File: config.mk
export PLATFORM = sky130hd
export DESIGN_NAME = pipeline_hazard_ctrl
export DESIGN_NICKNAME = d
export VERILOG_FILES = /design/src/rtl/pipeline_hazard_ctrl.sv
export SDC_FILE = /design/constraint.sdc
export NUM_CORES = 1
export LEC_CHECK = 0
export ABC_AREA = 1
export ABC_CLOCK_PERIOD_IN_PS = 1880
export CAP_MARGIN = 5
export CORE_UTILIZATION = 42
export CTS_CLUSTER_DIAMETER = 150
export DETAILED_ROUTE_END_ITERATION = 8
export PLACE_DENSITY_LB_ADDON = 0.2
export SLEW_MARGIN = 10
export SYNTH_ARGS = -nofsm -noshare
export SYNTH_HDL_FRONTEND = slang
export SYNTH_SLANG_ARGS = --single-unit
File: constraint.sdc
create_clock -name CLK -period 1.88 [get_ports CLK]
set_input_delay 0.282 -clock CLK [delete_from_list [all_inputs] [get_ports CLK]]
set_output_delay 0.282 -clock CLK [all_outputs]
set_load 0.03 [all_outputs]
File: src/rtl/pipeline_hazard_ctrl.sv
// Hazard/flush controller for the 5-stage RV32 pipeline: per-stage STALL/CLEAR decisions.
// Optional macro HAZARD_PERF_COUNTERS_EN adds the stall-cycle and flush-event counters.
module pipeline_hazard_ctrl #(
    parameter int LOAD_USE_CYCLES = 1,
    parameter int MEM_TIMEOUT     = 256,
    parameter int CNT_WIDTH       = 32
) (
    input  logic                 CLK,
    input  logic                 RST,
    input  logic [4:0]           rs1_d,
    input  logic [4:0]           rs2_d,
    input  logic                 use_rs1_d,
    input  logic                 use_rs2_d,
    input  logic [4:0]           rd_e,
    input  logic                 mem_read_e,
    input  logic                 branch_taken_e,
    input  logic                 imem_ready,
    input  logic                 dmem_req_m,
    input  logic                 dmem_ready,
    output logic                 STALL_F,
    output logic                 STALL_D,
    output logic                 STALL_E,
    output logic                 STALL_M,
    output logic                 CLEAR_D,
    output logic                 CLEAR_E,
    output logic                 CLEAR_M,
    output logic                 CLEAR_W,
    output logic                 mem_timeout_err,
    output logic [CNT_WIDTH-1:0] stall_cycles,
    output logic [CNT_WIDTH-1:0] flush_events
);

    typedef enum logic [1:0] {
        RUN      = 2'd0,
        LU_HOLD  = 2'd1,
        MEM_WAIT = 2'd2
    } state_t;

    localparam logic [15:0] WD_MAX  = 16'(MEM_TIMEOUT);
    localparam logic [1:0]  LU_INIT = 2'(LOAD_USE_CYCLES - 1);

    state_t      state_q, state_d;
    logic [1:0]  lu_cnt_q, lu_cnt_d;
    logic [15:0] wd_cnt_q, wd_cnt_d;
    logic        err_q, err_d;

    logic load_use;
    logic dmem_wait;
    logic hold_pc, hold_ifid, hold_idex, hold_exmem;
    logic bub_ifid, bub_idex, bub_memwb;

    assign load_use = mem_read_e & (rd_e != 5'd0) &
                      ((use_rs1_d & (rs1_d == rd_e)) | (use_rs2_d & (rs2_d == rd_e)));

    assign dmem_wait = ~dmem_ready & (dmem_req_m | (state_q == MEM_WAIT));

    always_comb begin
        state_d    = state_q;
        lu_cnt_d   = lu_cnt_q;
        wd_cnt_d   = wd_cnt_q;
        err_d      = err_q;
        hold_pc    = 1'b0;
        hold_ifid  = 1'b0;
        hold_idex  = 1'b0;
        hold_exmem = 1'b0;
        bub_ifid   = 1'b0;
        bub_idex   = 1'b0;
        bub_memwb  = 1'b0;

        if (dmem_wait) begin
            // Whole front end frozen; EX-stage redirects and load-use are re-evaluated on release.
            hold_pc    = 1'b1;
            hold_ifid  = 1'b1;
            hold_idex  = 1'b1;
            hold_exmem = 1'b1;
            bub_memwb  = 1'b1;
            state_d    = MEM_WAIT;
            lu_cnt_d   = 2'd0;
            if (wd_cnt_q != WD_MAX) begin
                wd_cnt_d = wd_cnt_q + 16'd1;
            end
            if (wd_cnt_d == WD_MAX) begin
                err_d = 1'b1;
            end
        end else begin
            state_d  = RUN;
            wd_cnt_d = 16'd0;
            if (branch_taken_e) begin
                bub_ifid = 1'b1;
                bub_idex = 1'b1;
                lu_cnt_d = 2'd0;
            end else if (state_q == LU_HOLD) begin
                hold_pc   = 1'b1;
                hold_ifid = 1'b1;
                bub_idex  = 1'b1;
                lu_cnt_d  = lu_cnt_q - 2'd1;
                state_d   = (lu_cnt_d == 2'd0) ? RUN : LU_HOLD;
            end else if (load_use) begin
                hold_pc   = 1'b1;
                hold_ifid = 1'b1;
                bub_idex  = 1'b1;
                if (LOAD_USE_CYCLES > 1) begin
                    state_d  = LU_HOLD;
                    lu_cnt_d = LU_INIT;
                end
            end else if (!imem_ready) begin
                hold_pc  = 1'b1;
                bub_ifid = 1'b1;
            end
        end
    end

    always_ff @(posedge CLK or negedge RST) begin
        if (!RST) begin
            state_q  <= RUN;
            lu_cnt_q <= 2'd0;
            wd_cnt_q <= 16'd0;
            err_q    <= 1'b0;
        end else begin
            state_q  <= state_d;
            lu_cnt_q <= lu_cnt_d;
            wd_cnt_q <= wd_cnt_d;
            err_q    <= err_d;
        end
    end

    // Reset forces every pipeline register to a bubble.
    assign STALL_F = RST & hold_pc;
    assign STALL_D = RST & hold_ifid;
    assign STALL_E = RST & hold_idex;
    assign STALL_M = RST & hold_exmem;
    assign CLEAR_D = ~RST | bub_ifid;
    assign CLEAR_E = ~RST | bub_idex;
    assign CLEAR_M = ~RST;
    assign CLEAR_W = ~RST | bub_memwb;

    assign mem_timeout_err = err_q;

`ifdef HAZARD_PERF_COUNTERS_EN
    logic [CNT_WIDTH-1:0] stall_cnt_q, flush_cnt_q;
    logic                 stall_any, flush_hit;

    assign stall_any = hold_pc | hold_ifid | hold_idex | hold_exmem;
    assign flush_hit = branch_taken_e & ~dmem_wait;

    always_ff @(posedge CLK or negedge RST) begin
        if (!RST) begin
            stall_cnt_q <= '0;
            flush_cnt_q <= '0;
        end else begin
            if (stall_any) begin
                stall_cnt_q <= stall_cnt_q + CNT_WIDTH'(1);
            end
            if (flush_hit) begin
                flush_cnt_q <= flush_cnt_q + CNT_WIDTH'(1);
            end
        end
    end

    assign stall_cycles = stall_cnt_q;
    assign flush_events = flush_cnt_q;
`else
    assign stall_cycles = '0;
    assign flush_events = '0;
`endif

endmodule
After elaboration in Yosys (flattened, before gate mapping)
Index checks and enable logic that the tools add are counted.

word-level totals
  register bits after elaboration = 21
  bits of input ports = 24
  output and inout bits = 73
  word-level logic and storage cells = 57

operators by class
  add/sub/neg operators = 2
  equality and inequality tests = 6
  muxes and demuxes = 26
  bitwise gates (word level) = 15
  reduce and logical (&&, ||, !) cells = 4

operators by type and width
  cell                                                  count
  2-to-1 mux 16 bit                                     3
  2-to-1 mux 1 bit                                      19
  adder 16 x 1 -> 16 bit, second input constant         1
  equality test 16 x 9 -> 1 bit, second input constant  1
  != test 16 x 9 -> 1 bit, second input constant        1
  equality test 5 bit                                   2
  bitwise AND 1 bit                                     8
  2-to-1 mux 2 bit                                      4
  OR 1 bit                                              5
  nonzero test 5 bit                                    1
  nonzero test 3 bit                                    1
  equality test 2 x 1 -> 1 bit, second input constant   1
  equality test 2 bit, second input constant            1
  logical NOT 2 bit                                     1
  inverter 1 bit                                        2
  AND reduction 2 bit                                   1
  subtractor 2 x 1 -> 2 bit, second input constant      1

Logic depth before layout (Yosys ltp)
  depth in word-level cells = 9
  gate-level depth with buffers = 13
  depth with buffers taken out = 13

Least setup slack after synthesis
No wires, ideal clock.

  path type = register to output
  start point = register state_q[0]
  end point = output port CLEAR_D
  arrival = 1.951 ns
  slack = -0.353 ns
  stages on the path, launching flop included = 9
  cells stage by stage = dfrtp_1 -> inv_1 -> nand2_1 -> a21oi_4 -> clkinv_1 -> nor2_1 -> inv_1 -> nand2_1 -> nor2_1

between the ends
  longest elaborated chain between the ends = 5
  elaborated cells between the ends (all ways) = 8
  those cells by class = 2 x eq/ne; 3 x mux; 3 x bitwise

ends and longest elaborated chain
  element                                                                     line    text
  start, declared                                                             42      state_t state_q, state_d;
  start signal, assigned                                                      120     state_q <= state_d;
  equality test 2 x 1 -> 1 bit / equality test 2 bit (equally long branches)  92, 55
  2-to-1 mux 1 bit / OR 1 bit (equally long branches)                         92, 55
  2-to-1 mux 1 bit / bitwise AND 1 bit (equally long branches)                88, 55
  2-to-1 mux 1 bit (*)                                                        70      if (dmem_wait) begin
  OR 1 bit (*)                                                                132     assign CLEAR_D = ~RST | bub_ifid;
  end, declared                                                               24      output logic CLEAR_D,

Mark *: on every way between the ends. The rest lies on a longest branch, timed or not.

Final worst setup path
  start point = input port use_rs2_d
  end point = output port STALL_F

between the ends
  longest elaborated chain between the ends = 8

ends and longest elaborated chain
  element            line  text
  start, declared    13    input logic use_rs2_d,
  bitwise AND 1 bit  53    ((use_rs1_d & (rs1_d == rd_e)) | (use_rs2_d & (rs2_d == rd_e)));
  OR 1 bit           53
  bitwise AND 1 bit  52    assign load_use = mem_read_e & (rd_e != 5'd0) &
  2-to-1 mux 1 bit   98    end else if (load_use) begin
  2-to-1 mux 1 bit   92    end else if (state_q == LU_HOLD) begin
  2-to-1 mux 1 bit   88    if (branch_taken_e) begin
  2-to-1 mux 1 bit   70
  bitwise AND 1 bit  128   assign STALL_F = RST & hold_pc;
  end, declared      20    output logic STALL_F,

No other way between the ends.

==> flow_summary.yaml <==
status:
  outcome: "finished, violations left"
  violations: "DRC"
sta:
  max_freq_mhz: 563.3
  fin_skew_ps: 10.82
  report.final.slew_viol_count: 0
  whs_ps: 481.2
  period_minus_slack_ps: 1775
  min_period_over_period: 0.9443
  hold_viol: 0
  setup_viol: 0
  rsz0062_at_grt: "no"
  finalSetupTns_ps: 0
yosys:
  synth.largest_area_cell: "dfrtp_1"
  synthArstFlopShare: 1.000
  avgSynthCellArea_um2: 6.699
  yosys-top-cells-area: "dfrtp_1 26%, buf_4 24%, nand2_1 11%"
  syn_inst: 302
  yosys_warnings: 0
  netlist_area_um2: 2023
  synth_top_area_frac: 0.2597
  ys_types: 25
  synth-edff-count: 0
  synth-main-ff-cell: "dfrtp_1"
  ys_ff_latch: 21
  synth_seq_area_share: 0.2597
floorplan:
  fp.dieH_um: 71.41
  coreArea_um2: 4504
  ios: 97
  initial_utilization: 0.4492
  die_area_um2: 5099
  die_x_um: 71.41
  rows: 24
clock_tree:
  numClockSinks: 21
  htreeDepth: 1
  clock_path_buffers: 2
  clk_latency_ps: 270
  tritoncts: "yes"
  cts.clk_slew.worst_paths_ps: 90
  clockRootBuffer: "clkbuf_8"
  ctsHoldBuffers: 0
  cts_buffers: 3
routing:
  drtIter0Drc: 85
  firstDrtPassIters: 6
  drc: 6
  num_vias: 1716
  viasPerCell: 4.366
  wl_per_cell_um: 9.669
  drt-total-wl_um: 3800
  ant_nets: 0
power:
  totalPowerFinal_uw: 1129
  p_per_area_nw_per_um2: 497.7
  p_leak_uw: 0.001232
  peakVddDrop_mv: 0.2492
global_routing:
  antenna_found_initial: 0
  grt_pass1_vias: 1396
  gr-total-overflow: 0
  grt_max_degree: 23
  grt_usage: 0.1508
  grt_pass1_wl_um: 6009
setup_path:
  cpMaxStageDelayCell: "clkdlybuf4s50_1"
  required_ps: 1600
  crit_type: "primary input to output port"
  crit_path_end_kind: "output port"
  startpoint_type: "primary input"
  crit_chain: "clkdlybuf4s50_1 > o21ai_1 > nor2_1 > nand3_1 > nand2_1 > nand2_1 > nand2_2 > nand2_2 > o211ai_1 > buf_4"
  worst-path-max-fanout: 2
  critPathArrivalTime_ps: 1490
  slowest_delay_ps: 450
finish:
  utilization: 0.5036
  final_cells: 393
  nFillCells: 469
  multiInputGateArea_um2: 1145
  regArea_um2: 526.8
  n_antenna_cell: 0
  fin_nets: 369
  drive_gt1_frac: 0.1232
  area_delta_synth_final_pct: 12.12
job:
  maxCapViolCount: 0
placement:
  placed_cells: 386
  dp_hpwl_um: 3022
  place_congestion: 0.8979
  portBuffers: 32
worst_hold_path:
  hold_class: "primary input to async pin"
[registers in the layout, indices dropped and copies added (netlist names)]
| register | cells |
|---|---|
| wd_cnt_q | 16 |
| lu_cnt_q | 2 |
| state_q | 2 |
| mem_timeout_err | 1 |
[cell families (layout without fill, tap and decap cells)]
group | count (synthesis) | count (layout) | synth area share
compound gates | 18 | 18 | 0.05319
buf+inv | 102 | 78 | 0.3098
xor+xnor | 10 | 10 | 0.04329
fa+ha+maj | 3 | 3 | 0.01855
other cells | 1 | 64 | 0.001854
simple gates | 147 | 147 | 0.3135
flops | 21 | 21 | 0.2597
[cell usage after synthesis, drive strengths merged, types with 2 or more instances]
master  instances
nor2           60
nand3          17
o21ai           8
nand4           4
nand3b          2
xor2            9
ha              3
buf            65
dfrtp          21
a21oi           9
nor3b           2
inv            35
nand2          61
[placed cells by master (no fill, tap or decap)]
| cell type | instances |
|---|---|
| o21ai_2 | 1 |
| o211ai_1 | 1 |
| o21ai_0 | 4 |
| nor3b_2 | 2 |
| xor2_2 | 1 |
| nand4_1 | 4 |
| dlygate4sd2_1 | 8 |
| ha_1 | 2 |
| a21oi_4 | 1 |
| buf_4 | 13 |
| xnor2_1 | 1 |
| nor2_1 | 54 |
| clkbuf_8 | 3 |
| dlymetal6s2s_1 | 7 |
| xor2_1 | 8 |
| dfrtp_2 | 1 |
| conb_1 | 64 |
| o21ai_1 | 3 |
| nand3b_1 | 2 |
| nand2_1 | 56 |
| nor2_4 | 3 |
| nor3_1 | 1 |
| nor2_2 | 3 |
| clkinv_2 | 1 |
| nand3_1 | 15 |
| a21oi_1 | 8 |
| dfrtp_1 | 20 |
| clkbuf_2 | 1 |
| ha_2 | 1 |
| clkdlybuf4s50_1 | 9 |
| inv_1 | 32 |
| nand2_2 | 5 |
| nand3_2 | 2 |
| inv_2 | 4 |
[worst max-delay path: cells and delay by family]
kind / cells / cell delay [ps]
and+or+nand+nor: 6 / 440
AOI/OAI and AO/OA: 2 / 140
buffers and inverters: 2 / 630
[stage by stage]
step	setup WS (ps)	cell area [um^2]
after floorplan	38.79	2270
after global placement	-95.95	2166
after detailed placement	-102.6	2166
after CTS	-5.685	2212
after global routing	6.371	2268
final	104.8	2268
[per-layer routing]
layer  GRT usage  wire [um]  vias up
li1            -          -      872
met1      0.1920       1707      756
met2      0.2455       1749       83
met3     0.03376        279        5
met4     0.06667         64        0
met5           0          0        -
[worst paths after layout]
path                       slack [ps]  cells past startpoint              end             from
setup reg to reg                  150                     10  mem_timeout_err      wd_cnt_q[0]
hold / removal                    480                      2     wd_cnt_q[15]              RST
hold reg to reg                   490                      2  mem_timeout_err  mem_timeout_err
max in group asynchronous        1140                      2      wd_cnt_q[1]              RST
setup / recovery                  100                     10          STALL_F        use_rs2_d
min in group CLK                  490                      2  mem_timeout_err  mem_timeout_err
[where the power goes]
group | internal, uW | switching [uW] | leakage (uW)
combinational | 85.2 | 272 | 0.000923
clock | 148 | 161 | 0.0000255
sequential | 457 | 5.73 | 0.000284
[area by class of cell]
| cell class | count | share of cell area |
|---|---|---|
| multi-input cells | 242 | 0.5047 |
| flip-flops and latches | 21 | 0.2322 |
| repair buffers | 38 | 0.1544 |
| inverters | 36 | 0.05957 |
| well taps | 52 | 0.02868 |
| clock buffers | 3 | 0.01820 |
| clock inverters | 1 | 0.002206 |
[repair_timing]
action                                  CTS  global route
gates resized for setup                  15            15
pin swaps                                 5             9
endpoints found under the setup margin    4             5
setup buffers                             0             3
Power figures use the tool's default switching activity.
